$ cat config.mk
export PLATFORM = sky130hd
export DESIGN_NAME = prog_loader
export DESIGN_NICKNAME = d
export VERILOG_FILES = /design/src/rtl/prog_loader.sv
export SDC_FILE = /design/constraint.sdc
export NUM_CORES = 1
export LEC_CHECK = 0
export BUFFER_PORTS_ARGS = -buffer_cell sky130_fd_sc_hd__buf_2
export CAP_MARGIN = 20
export CORE_MARGIN = 8
export CORE_UTILIZATION = 52
export CTS_CLUSTER_DIAMETER = 120
export CTS_CLUSTER_SIZE = 8
export DETAILED_ROUTE_END_ITERATION = 8
export PLACE_DENSITY = 0.75
export SYNTH_ARGS = -nofsm -noshare
export SYNTH_HDL_FRONTEND = slang
export SYNTH_SLANG_ARGS = --single-unit
export TNS_END_PERCENT = 10
$ cat constraint.sdc
create_clock -name Clock -period 3.04 [get_ports Clock]
set_input_delay 0.152 -clock Clock [delete_from_list [all_inputs] [get_ports Clock]]
set_output_delay 0.152 -clock Clock [all_outputs]
set_load 0.005 [all_outputs]
$ cat src/rtl/prog_loader.sv
// Instruction-memory loader: streams a program in, then feeds it to the processor.
// Optional macro PROG_LOADER_CHECKSUM_EN adds a running 16-bit sum of loaded words.
module prog_loader #(
    parameter int DEPTH = 32
) (
    input  logic        Clock,
    input  logic        Reset,
    input  logic        LoadStart,
    input  logic        LoadValid,
    input  logic [15:0] LoadData,
    input  logic        LoadLast,
    output logic        LoadReady,
    input  logic        FetchNext,
    output logic [4:0]  Addr,
    output logic [15:0] Instr,
    output logic        InstrValid,
    output logic        Running,
    output logic [5:0]  ProgLen,
    output logic        Wrap,
    output logic        Overflow,
    output logic [15:0] Checksum
);

    localparam logic [5:0] LAST_LEN = 6'(DEPTH - 1);

    typedef enum logic [1:0] {
        IDLE = 2'd0,
        LOAD = 2'd1,
        RUN  = 2'd2
    } state_t;

    state_t      state_q, state_d;
    logic [4:0]  wptr_q, wptr_d;
    logic [5:0]  prog_len_q, prog_len_d;
    logic        overflow_q, overflow_d;
    logic [4:0]  addr_q, addr_d;
    logic [15:0] instr_q, instr_d;
    logic        instr_valid_q, instr_valid_d;
    logic        wrap_q, wrap_d;
    logic        accept;
    logic        last_beat;
    logic [15:0] mem [DEPTH];

    // A beat coinciding with LoadStart is dropped: the restart wins.
    assign accept    = (state_q == LOAD) && LoadValid && !LoadStart;
    assign last_beat = accept && (LoadLast || prog_len_q == LAST_LEN);

    always_ff @(posedge Clock) begin
        if (!Reset) begin
            state_q       <= IDLE;
            wptr_q        <= '0;
            prog_len_q    <= '0;
            overflow_q    <= 1'b0;
            addr_q        <= '0;
            instr_q       <= '0;
            instr_valid_q <= 1'b0;
            wrap_q        <= 1'b0;
        end else begin
            state_q       <= state_d;
            wptr_q        <= wptr_d;
            prog_len_q    <= prog_len_d;
            overflow_q    <= overflow_d;
            addr_q        <= addr_d;
            instr_q       <= instr_d;
            instr_valid_q <= instr_valid_d;
            wrap_q        <= wrap_d;
        end
    end

    // Memory is deliberately left uninitialised by reset.
    always_ff @(posedge Clock) begin
        if (Reset && accept) begin
            mem[wptr_q] <= LoadData;
        end
    end

    always_comb begin
        state_d = state_q;
        unique case (state_q)
            IDLE: if (LoadStart) state_d = LOAD;
            LOAD: begin
                if (LoadStart)      state_d = LOAD;
                else if (last_beat) state_d = RUN;
            end
            RUN:  if (LoadStart) state_d = LOAD;
            default: state_d = IDLE;
        endcase
    end

    always_comb begin
        wptr_d        = wptr_q;
        prog_len_d    = prog_len_q;
        overflow_d    = overflow_q;
        addr_d        = addr_q;
        instr_d       = instr_q;
        instr_valid_d = 1'b0;
        wrap_d        = 1'b0;
        if (LoadStart) begin
            wptr_d     = '0;
            prog_len_d = '0;
            overflow_d = 1'b0;
            addr_d     = '0;
            instr_d    = '0;
        end else if (accept) begin
            wptr_d     = wptr_q + 5'd1;
            prog_len_d = prog_len_q + 6'd1;
            overflow_d = !LoadLast && (prog_len_q == LAST_LEN);
            addr_d     = '0;
        end else if (state_q == RUN) begin
            if (FetchNext) begin
                if ({1'b0, addr_q} + 6'd1 == prog_len_q) begin
                    addr_d = '0;
                    wrap_d = 1'b1;
                end else begin
                    addr_d = addr_q + 5'd1;
                end
            end else begin
                instr_d       = mem[addr_q];
                instr_valid_d = 1'b1;
            end
        end
    end

`ifdef PROG_LOADER_CHECKSUM_EN
    logic [15:0] checksum_q, checksum_d;

    always_comb begin
        checksum_d = checksum_q;
        if (LoadStart)   checksum_d = '0;
        else if (accept) checksum_d = checksum_q + LoadData;
    end

    always_ff @(posedge Clock) begin
        if (!Reset) checksum_q <= '0;
        else        checksum_q <= checksum_d;
    end

    assign Checksum = checksum_q;
`else
    assign Checksum = 16'h0000;
`endif

    always_comb begin
        LoadReady  = (state_q == LOAD);
        Running    = (state_q == RUN);
        Addr       = addr_q;
        Instr      = instr_q;
        InstrValid = instr_valid_q;
        ProgLen    = prog_len_q;
        Wrap       = wrap_q;
        Overflow   = overflow_q;
    end

endmodule

Yosys cells after proc, flatten, opt, wreduce, memory -nomap -nowiden. Memory sizes are Yosys's and may differ from the RTL's. A register that Yosys moved wholly into a read port is not among the register bits. Cells that the tools add are included.

Output and inout bits: 48. Input bits: 22. RAM bits: 512. Register bits after elaboration: 21. Word-level logic and storage cells: 48. Memories: 1.

Memories: mem (depth 32, width 16, read ports 1, clocked after memory_dff 1, write ports 1, line 42) `logic [15:0] mem [DEPTH];`.

Eq/ne operators: 6. Reduce and logical (&&, ||, !) cells: 17. Muxes and demuxes: 9. Bitwise logic cells: 4. Add/subtract/negate cells: 4.

Operator list (count): adder 5 x 1 -> 5 bit, second input constant (2); adder 5 x 1 -> 6 bit, second input constant (1); adder 6 x 1 -> 6 bit, second input constant (1); == test 6 x 5 -> 1 bit, second input constant (1); == test 6 bit (1); 2-to-1 mux 2 bit (3); logical AND 1 bit (5); 2-to-1 mux 5 bit (1); OR reduction 5 bit (1); 2-to-1 mux 1 bit (4); NOT 1 bit (4); one-hot mux 2 bit (2 select lines) (1); AND reduction 2 bit (2); OR reduction 2 bit (2); OR reduction 4 bit (1); inequality test 3 x 2 -> 1 bit, second input constant (1); AND reduction 3 bit (1); OR reduction 3 bit (1); == test 2 x 1 -> 1 bit, second input constant (1); == test 2 bit, second input constant (1); zero test 1 bit (2); zero test 2 bit (1); inequality test 2 x 1 -> 1 bit, second input constant (1); logical OR 1 bit (1).

Longest topological paths before layout.
Word-level depth: 7. Mapped depth: 9. Gate-level depth less buffers: 6.

Least setup slack after synthesis. Ideal clock, no wire load.

Path type: flip-flop to flip-flop. From: register state_q[0]. To: memory mem[23][0], enable pin. Path buffers: 1. Required time: 2.652 ns. Path slack: 0.675 ns. Library setup time: 0.388 ns. Arrival time: 1.976 ns. Cell stages (with the launch flop): 6. Period minus slack after synthesis: 2.365 ns. Path through: dfxtp_1 nor2b_1 and3b_1 buf_2 nand3_1 nor2_1.

Cells in the longest elaborated chain, start to end: 6.

RTL lines: start, declared (line 32) `state_t state_q, state_d;`; start signal, assigned (line 59) `state_q <= state_d;`; == test 2 x 1 -> 1 bit; named net LoadReady (line 12) `output logic LoadReady,`; logical AND 1 bit (2 in a row) (line 45) `assign accept = (state_q == LOAD) && LoadValid && !LoadStart;`; logical AND 1 bit (line 72) `if (Reset && accept) begin`; 2-to-1 mux 1 bit (line 72); 2-to-1 mux 1 bit (not written as such) (line 73) `mem[wptr_q] <= LoadData;`; end, declared (line 42).

The timed path passes the listed nets, and every way through them passes these cells.

Worst setup path in the final report.
From: register state_q[0]. To: memory mem[3][14], enable pin.

Cells in the longest elaborated chain, start to end: 6.

RTL lines (line): == test 2 x 1 -> 1 bit (45); logical AND 1 bit (2 in a row) (45); logical AND 1 bit (72); 2-to-1 mux 1 bit (72); 2-to-1 mux 1 bit (not written as such) (73).

Every way passes these cells.

==> impl_results.html <==
<table>
<tr><th>Metric</th><th>Value</th></tr>
<tr><th colspan="2">Floorplanning</th></tr>
<tr><td>IO Pins</td><td>70</td></tr>
<tr><td>Number of core rows</td><td>74</td></tr>
<tr><td>Initial Utilization</td><td>52.7%</td></tr>
<tr><td>Die outline area</td><td>48300 um2</td></tr>
<tr><td>Width of the die</td><td>220 um</td></tr>
<tr><td>Chip Height</td><td>220 um</td></tr>
<tr><td>Area of the core</td><td>40900 um2</td></tr>
<tr><th colspan="2">Final layout</th></tr>
<tr><td>Ratio of cells with drive above 1 in the final layout</td><td>19.9%</td></tr>
<tr><td>Footprint of the flip-flops and latches</td><td>16100 um2</td></tr>
<tr><td>Number of nets in the finished design</td><td>1334</td></tr>
<tr><td>Final Instance Count excl. Fillers</td><td>1889</td></tr>
<tr><td>Growth of design area from synthesis to finish</td><td>15.2%</td></tr>
<tr><td>Multi-input combinational cell area</td><td>4910 um2</td></tr>
<tr><td>Fill cell count</td><td>2898</td></tr>
<tr><th colspan="2">CTS</th></tr>
<tr><td>CTS clk-pin slew, worst paths</td><td>0.05 ns</td></tr>
<tr><td>Clk sink count</td><td>549</td></tr>
<tr><td>CTS H-tree lvls</td><td>3</td></tr>
<tr><td>CTS tree</td><td>built</td></tr>
<tr><td>Clock buffer count from CTS</td><td>78</td></tr>
<tr><td>Cell chosen for the clock root</td><td>clkbuf_16</td></tr>
<tr><td>Clock network latency to the later pin of the worst-skew pair</td><td>0.58 ns</td></tr>
<tr><td>Setup repair bufs after CTS</td><td>0</td></tr>
<tr><td>Number of buffers between clock root and the deepest sink</td><td>3</td></tr>
<tr><td>Post-cts repair resize count</td><td>0</td></tr>
<tr><th colspan="2">Timing</th></tr>
<tr><td>Final critical delay including setup and external delays</td><td>2.46 ns</td></tr>
<tr><td>RSZ-0062 raised after global routing</td><td>no</td></tr>
<tr><td>Sum of negative setup slack</td><td>0 ns</td></tr>
<tr><td>Final Hold Violating Endpoints</td><td>0</td></tr>
<tr><td>Achievable clock frequency</td><td>407 MHz</td></tr>
<tr><td>Max-Slew Margin vs Limit</td><td>51.4%</td></tr>
<tr><td>Setup skew after layout</td><td>0.0209 ns</td></tr>
<tr><td>Ratio of final minimum period to clock period</td><td>80.8%</td></tr>
<tr><td>Final setup viols</td><td>0</td></tr>
<tr><td>Actual transition at the worst max-transition pin</td><td>0.717 ns</td></tr>
<tr><td>Slew Viols, Final</td><td>0</td></tr>
<tr><th colspan="2">Setup path</th></tr>
<tr><td>Largest fanout on the critical path</td><td>16</td></tr>
<tr><td>End of the critical path</td><td>mem[3][14]</td></tr>
<tr><td>Crit end category</td><td>flip-flop</td></tr>
<tr><td>Crit path depth</td><td>5</td></tr>
<tr><td>Arrival time of data at the critical path endpoint</td><td>2.70 ns</td></tr>
<tr><td>Category of the critical setup timing path</td><td>flip-flop to flip-flop</td></tr>
<tr><td>Worst Path Required</td><td>3.29 ns</td></tr>
<tr><td>Critical path's slowest cell</td><td>and3b_1</td></tr>
<tr><td>Cell-by-cell trace of the critical path</td><td>nor2b_1 -&gt; and3b_1 -&gt; nand3_1 -&gt; nor2_1 -&gt; buf_4</td></tr>
<tr><td>Buf+Inv Stages, Crit Path</td><td>1</td></tr>
<tr><td>Largest delay contributor family on the critical path</td><td>simple AND/OR/NAND/NOR gates</td></tr>
<tr><td>Source of the critical timing path</td><td>state_q[0]</td></tr>
<tr><td>Reg-to-reg slack, setup</td><td>0.58 ns</td></tr>
<tr><td>R2r startpoint</td><td>state_q[0]</td></tr>
<tr><td>Startpoint types</td><td>flip-flop</td></tr>
<tr><td>Largest stage delay on the critical path</td><td>0.52 ns</td></tr>
<tr><td>Number of cells traversed by the worst register-to-register path</td><td>5</td></tr>
<tr><td>Reg-to-Reg End</td><td>mem[3][14]</td></tr>
<tr><th colspan="2">Power</th></tr>
<tr><td>Leakage power</td><td>0.00782 uW</td></tr>
<tr><td>Power density over cell area</td><td>655 nW/um2</td></tr>
<tr><td>Worst-case vdd ir drop</td><td>0.000609 V</td></tr>
<tr><th colspan="2">Synth</th></tr>
<tr><td>Number of enable-type register cells in the synthesized netlist</td><td>512</td></tr>
<tr><td>Async SR Flop Fraction</td><td>0%</td></tr>
<tr><td>Post-synthesis register bit count</td><td>549</td></tr>
<tr><td>Synth cell count leaders</td><td>edfxtp_1, mux2i_1, a22oi_1, mux4_2, nor2_1</td></tr>
<tr><td>Synthesized netlist cell count</td><td>1171</td></tr>
<tr><td>Cell taking the most area after synthesis</td><td>edfxtp_1</td></tr>
<tr><td>Number of warnings issued by yosys</td><td>0</td></tr>
<tr><td>Dominant cell by count in the synthesized netlist</td><td>edfxtp_1</td></tr>
<tr><td>Commonest register cell after synthesis</td><td>edfxtp_1</td></tr>
<tr><td>Post-synth top area share</td><td>71.3%</td></tr>
<tr><td>Cell types occupying the most area after synthesis</td><td>edfxtp_1, mux2i_1, mux4_2</td></tr>
<tr><td>Distinct cells, synth</td><td>50</td></tr>
<tr><td>Sequential share of the synthesized area</td><td>74.7%</td></tr>
<tr><td>Post-Syn Area per Cell</td><td>18.4 um2</td></tr>
<tr><td>Post-synth design cell area</td><td>21600 um2</td></tr>
<tr><th colspan="2">GRT</th></tr>
<tr><td>GRT Overall Usage</td><td>21.0%</td></tr>
<tr><td>Wire length of the first global-routing pass</td><td>74.8 mm</td></tr>
<tr><td>Pin count of the biggest net entering global routing</td><td>53</td></tr>
<tr><td>Global-route congestion overflow total</td><td>0</td></tr>
<tr><td>Number of antenna violations at the first check in global routing</td><td>2</td></tr>
<tr><td>Vias in the first global route</td><td>11.8k</td></tr>
<tr><th colspan="2">Status</th></tr>
<tr><td>Result of the run</td><td>finished clean</td></tr>
<tr><th colspan="2">Route</th></tr>
<tr><td>Post-detailed-route count of antenna-violating nets</td><td>0</td></tr>
<tr><td>Remaining DRCs</td><td>0</td></tr>
<tr><td>Post-detailed-routing wire length</td><td>51.2 mm</td></tr>
<tr><td>Drt via density</td><td>6.20</td></tr>
<tr><td>Initial DRC Count</td><td>1343</td></tr>
<tr><td>Number of iterations in the first detailed-routing pass</td><td>5</td></tr>
<tr><td>Count of vias placed by the detailed router</td><td>11.7k</td></tr>
<tr><td>Routed len/inst</td><td>27.1 um</td></tr>
<tr><th colspan="2">Placed design</th></tr>
<tr><td>Routability-driven placement congestion ratio</td><td>0.843</td></tr>
<tr><td># placed instances</td><td>1752</td></tr>
<tr><td>HPWL after detailed placement</td><td>29.7 mm</td></tr>
<tr><td>I/O Buffers</td><td>53</td></tr>
<tr><th colspan="2">Worst hold path</th></tr>
<tr><td>Min-Delay Path Class</td><td>input port to flip-flop</td></tr>
<tr><th colspan="2">Flow run</th></tr>
<tr><td>Max-cap viol count</td><td>0</td></tr>
</table>
## how the worst min path moves through the flow
stage | startpoint | to | slack [ns] | depth (start not counted)
3_5_place_dp | Reset | state_q[0] | 0.46 | 2
5_1_grt | LoadData[9] | mem[18][9] | 0.11 | 1
2_1_floorplan | LoadData[0] | mem[0][0] | 0.25 | 0
6_report | LoadData[9] | mem[18][9] | 0.12 | 1
4_1_cts | LoadData[9] | mem[18][9] | 0.09 | 1
3_3_place_gp | Reset | state_q[0] | 0.45 | 2
## state kept, by name (all words and copies together), names as in the netlist
register and cells:
Addr 5, Instr 16, InstrValid 1, Overflow 1
ProgLen 6, Wrap 1, mem 512, state_q 2
wptr_q 5
## routing by layer
layer / track usage, % / up-vias / wire length [um] / part of all wire (%)
met4: 8.06 / 2 / 1440 / 2.8
li1: - / 4986 / - / -
met2: 33.6 / 646 / 24600 / 48
met1: 27.7 / 5969 / 20200 / 40
met5: 0 / - / 13 / 0.025
met3: 4.88 / 111 / 4930 / 9.6
## final cells by class
| class | count | share of cell area (%) |
|---|---|---|
| Clock inverter | 7 | 0.393 |
| Antenna cell | 1 | 0.0101 |
| Clock buffer | 123 | 8.62 |
| Multi-Input combinational cell | 553 | 19.8 |
| Inverter | 4 | 0.0604 |
| Timing Repair Buffer | 120 | 3.61 |
| Tap cell | 532 | 2.68 |
| Sequential cell | 549 | 64.9 |
## metrics by stage
stage               hold WS (ns)  area (um2)  total power, uW  worst slack [ns]  utilization, %
CTS                       0.0896       24800            16400             0.645            60.7
finish                     0.115       24900            16300             0.583            60.7
detailed placement         0.456       22500             8590             0.652            55.1
floorplan                  0.251       21600             8470             0.675               -
global route               0.111       24900            16700             0.460            60.7
global placement           0.446       22500             8580             0.661            55.1
## worst register-to-register path, stage by stage (launching register included)
cell     delay, ns
dfxtp_1       0.34
nor2b_1       0.35
and3b_1       0.52
nand3_1       0.37
nor2_1        0.20
buf_4         0.32
## layout by cell type, fill, tap and decap left out, types with 3 or more instances in the layout
cell type	n
edfxtp_1	512
mux2i_1	136
clkbuf_16	79
a22oi_1	59
mux4_2	54
buf_2	53
buf_4	52
clkbuf_1	44
a21oi_1	43
nor2_1	42
o22ai_1	36
dfxtp_1	35
nand2_1	24
nor4_1	17
conb_1	16
a22o_1	13
nand3_1	12
and2_1	10
xor2_1	9
buf_12	9
o21ai_0	8
nand2b_1	7
nor2b_1	6
mux2_2	6
ha_1	6
dlygate4sd3_1	6
or3_1	5
inv_1	4
mux4_1	4
nand4_1	4
xnor2_1	4
nand3b_1	3
nor3b_1	3
nor3_1	3
o2111ai_1	3
inv_6	3
## where the power goes
group / switching (uW) / internal (uW)
combinational: 154 / 32.7
clock: 3010 / 4810
sequential: 2.97 / 8270
total: 3170 / 13100
## cells by family after synthesis
logic type | count (synthesis) | share of synthesized area [%]
mux | 200 | 12.7
xor+xnor | 13 | 0.528
flops | 549 | 74.7
simple gates | 147 | 3.50
compound gates | 171 | 5.31
fa+ha+maj | 6 | 0.348
other cells | 1 | 0.0174
buf+inv | 84 | 2.87
## repair_timing
action / 4_1_cts / 5_1_grt
setup endpoints to repair: 0 / 0
hold buffers: 6 / 0
endpoints found under the hold margin: 9 / 0
Power figures use the tool's default switching activity.
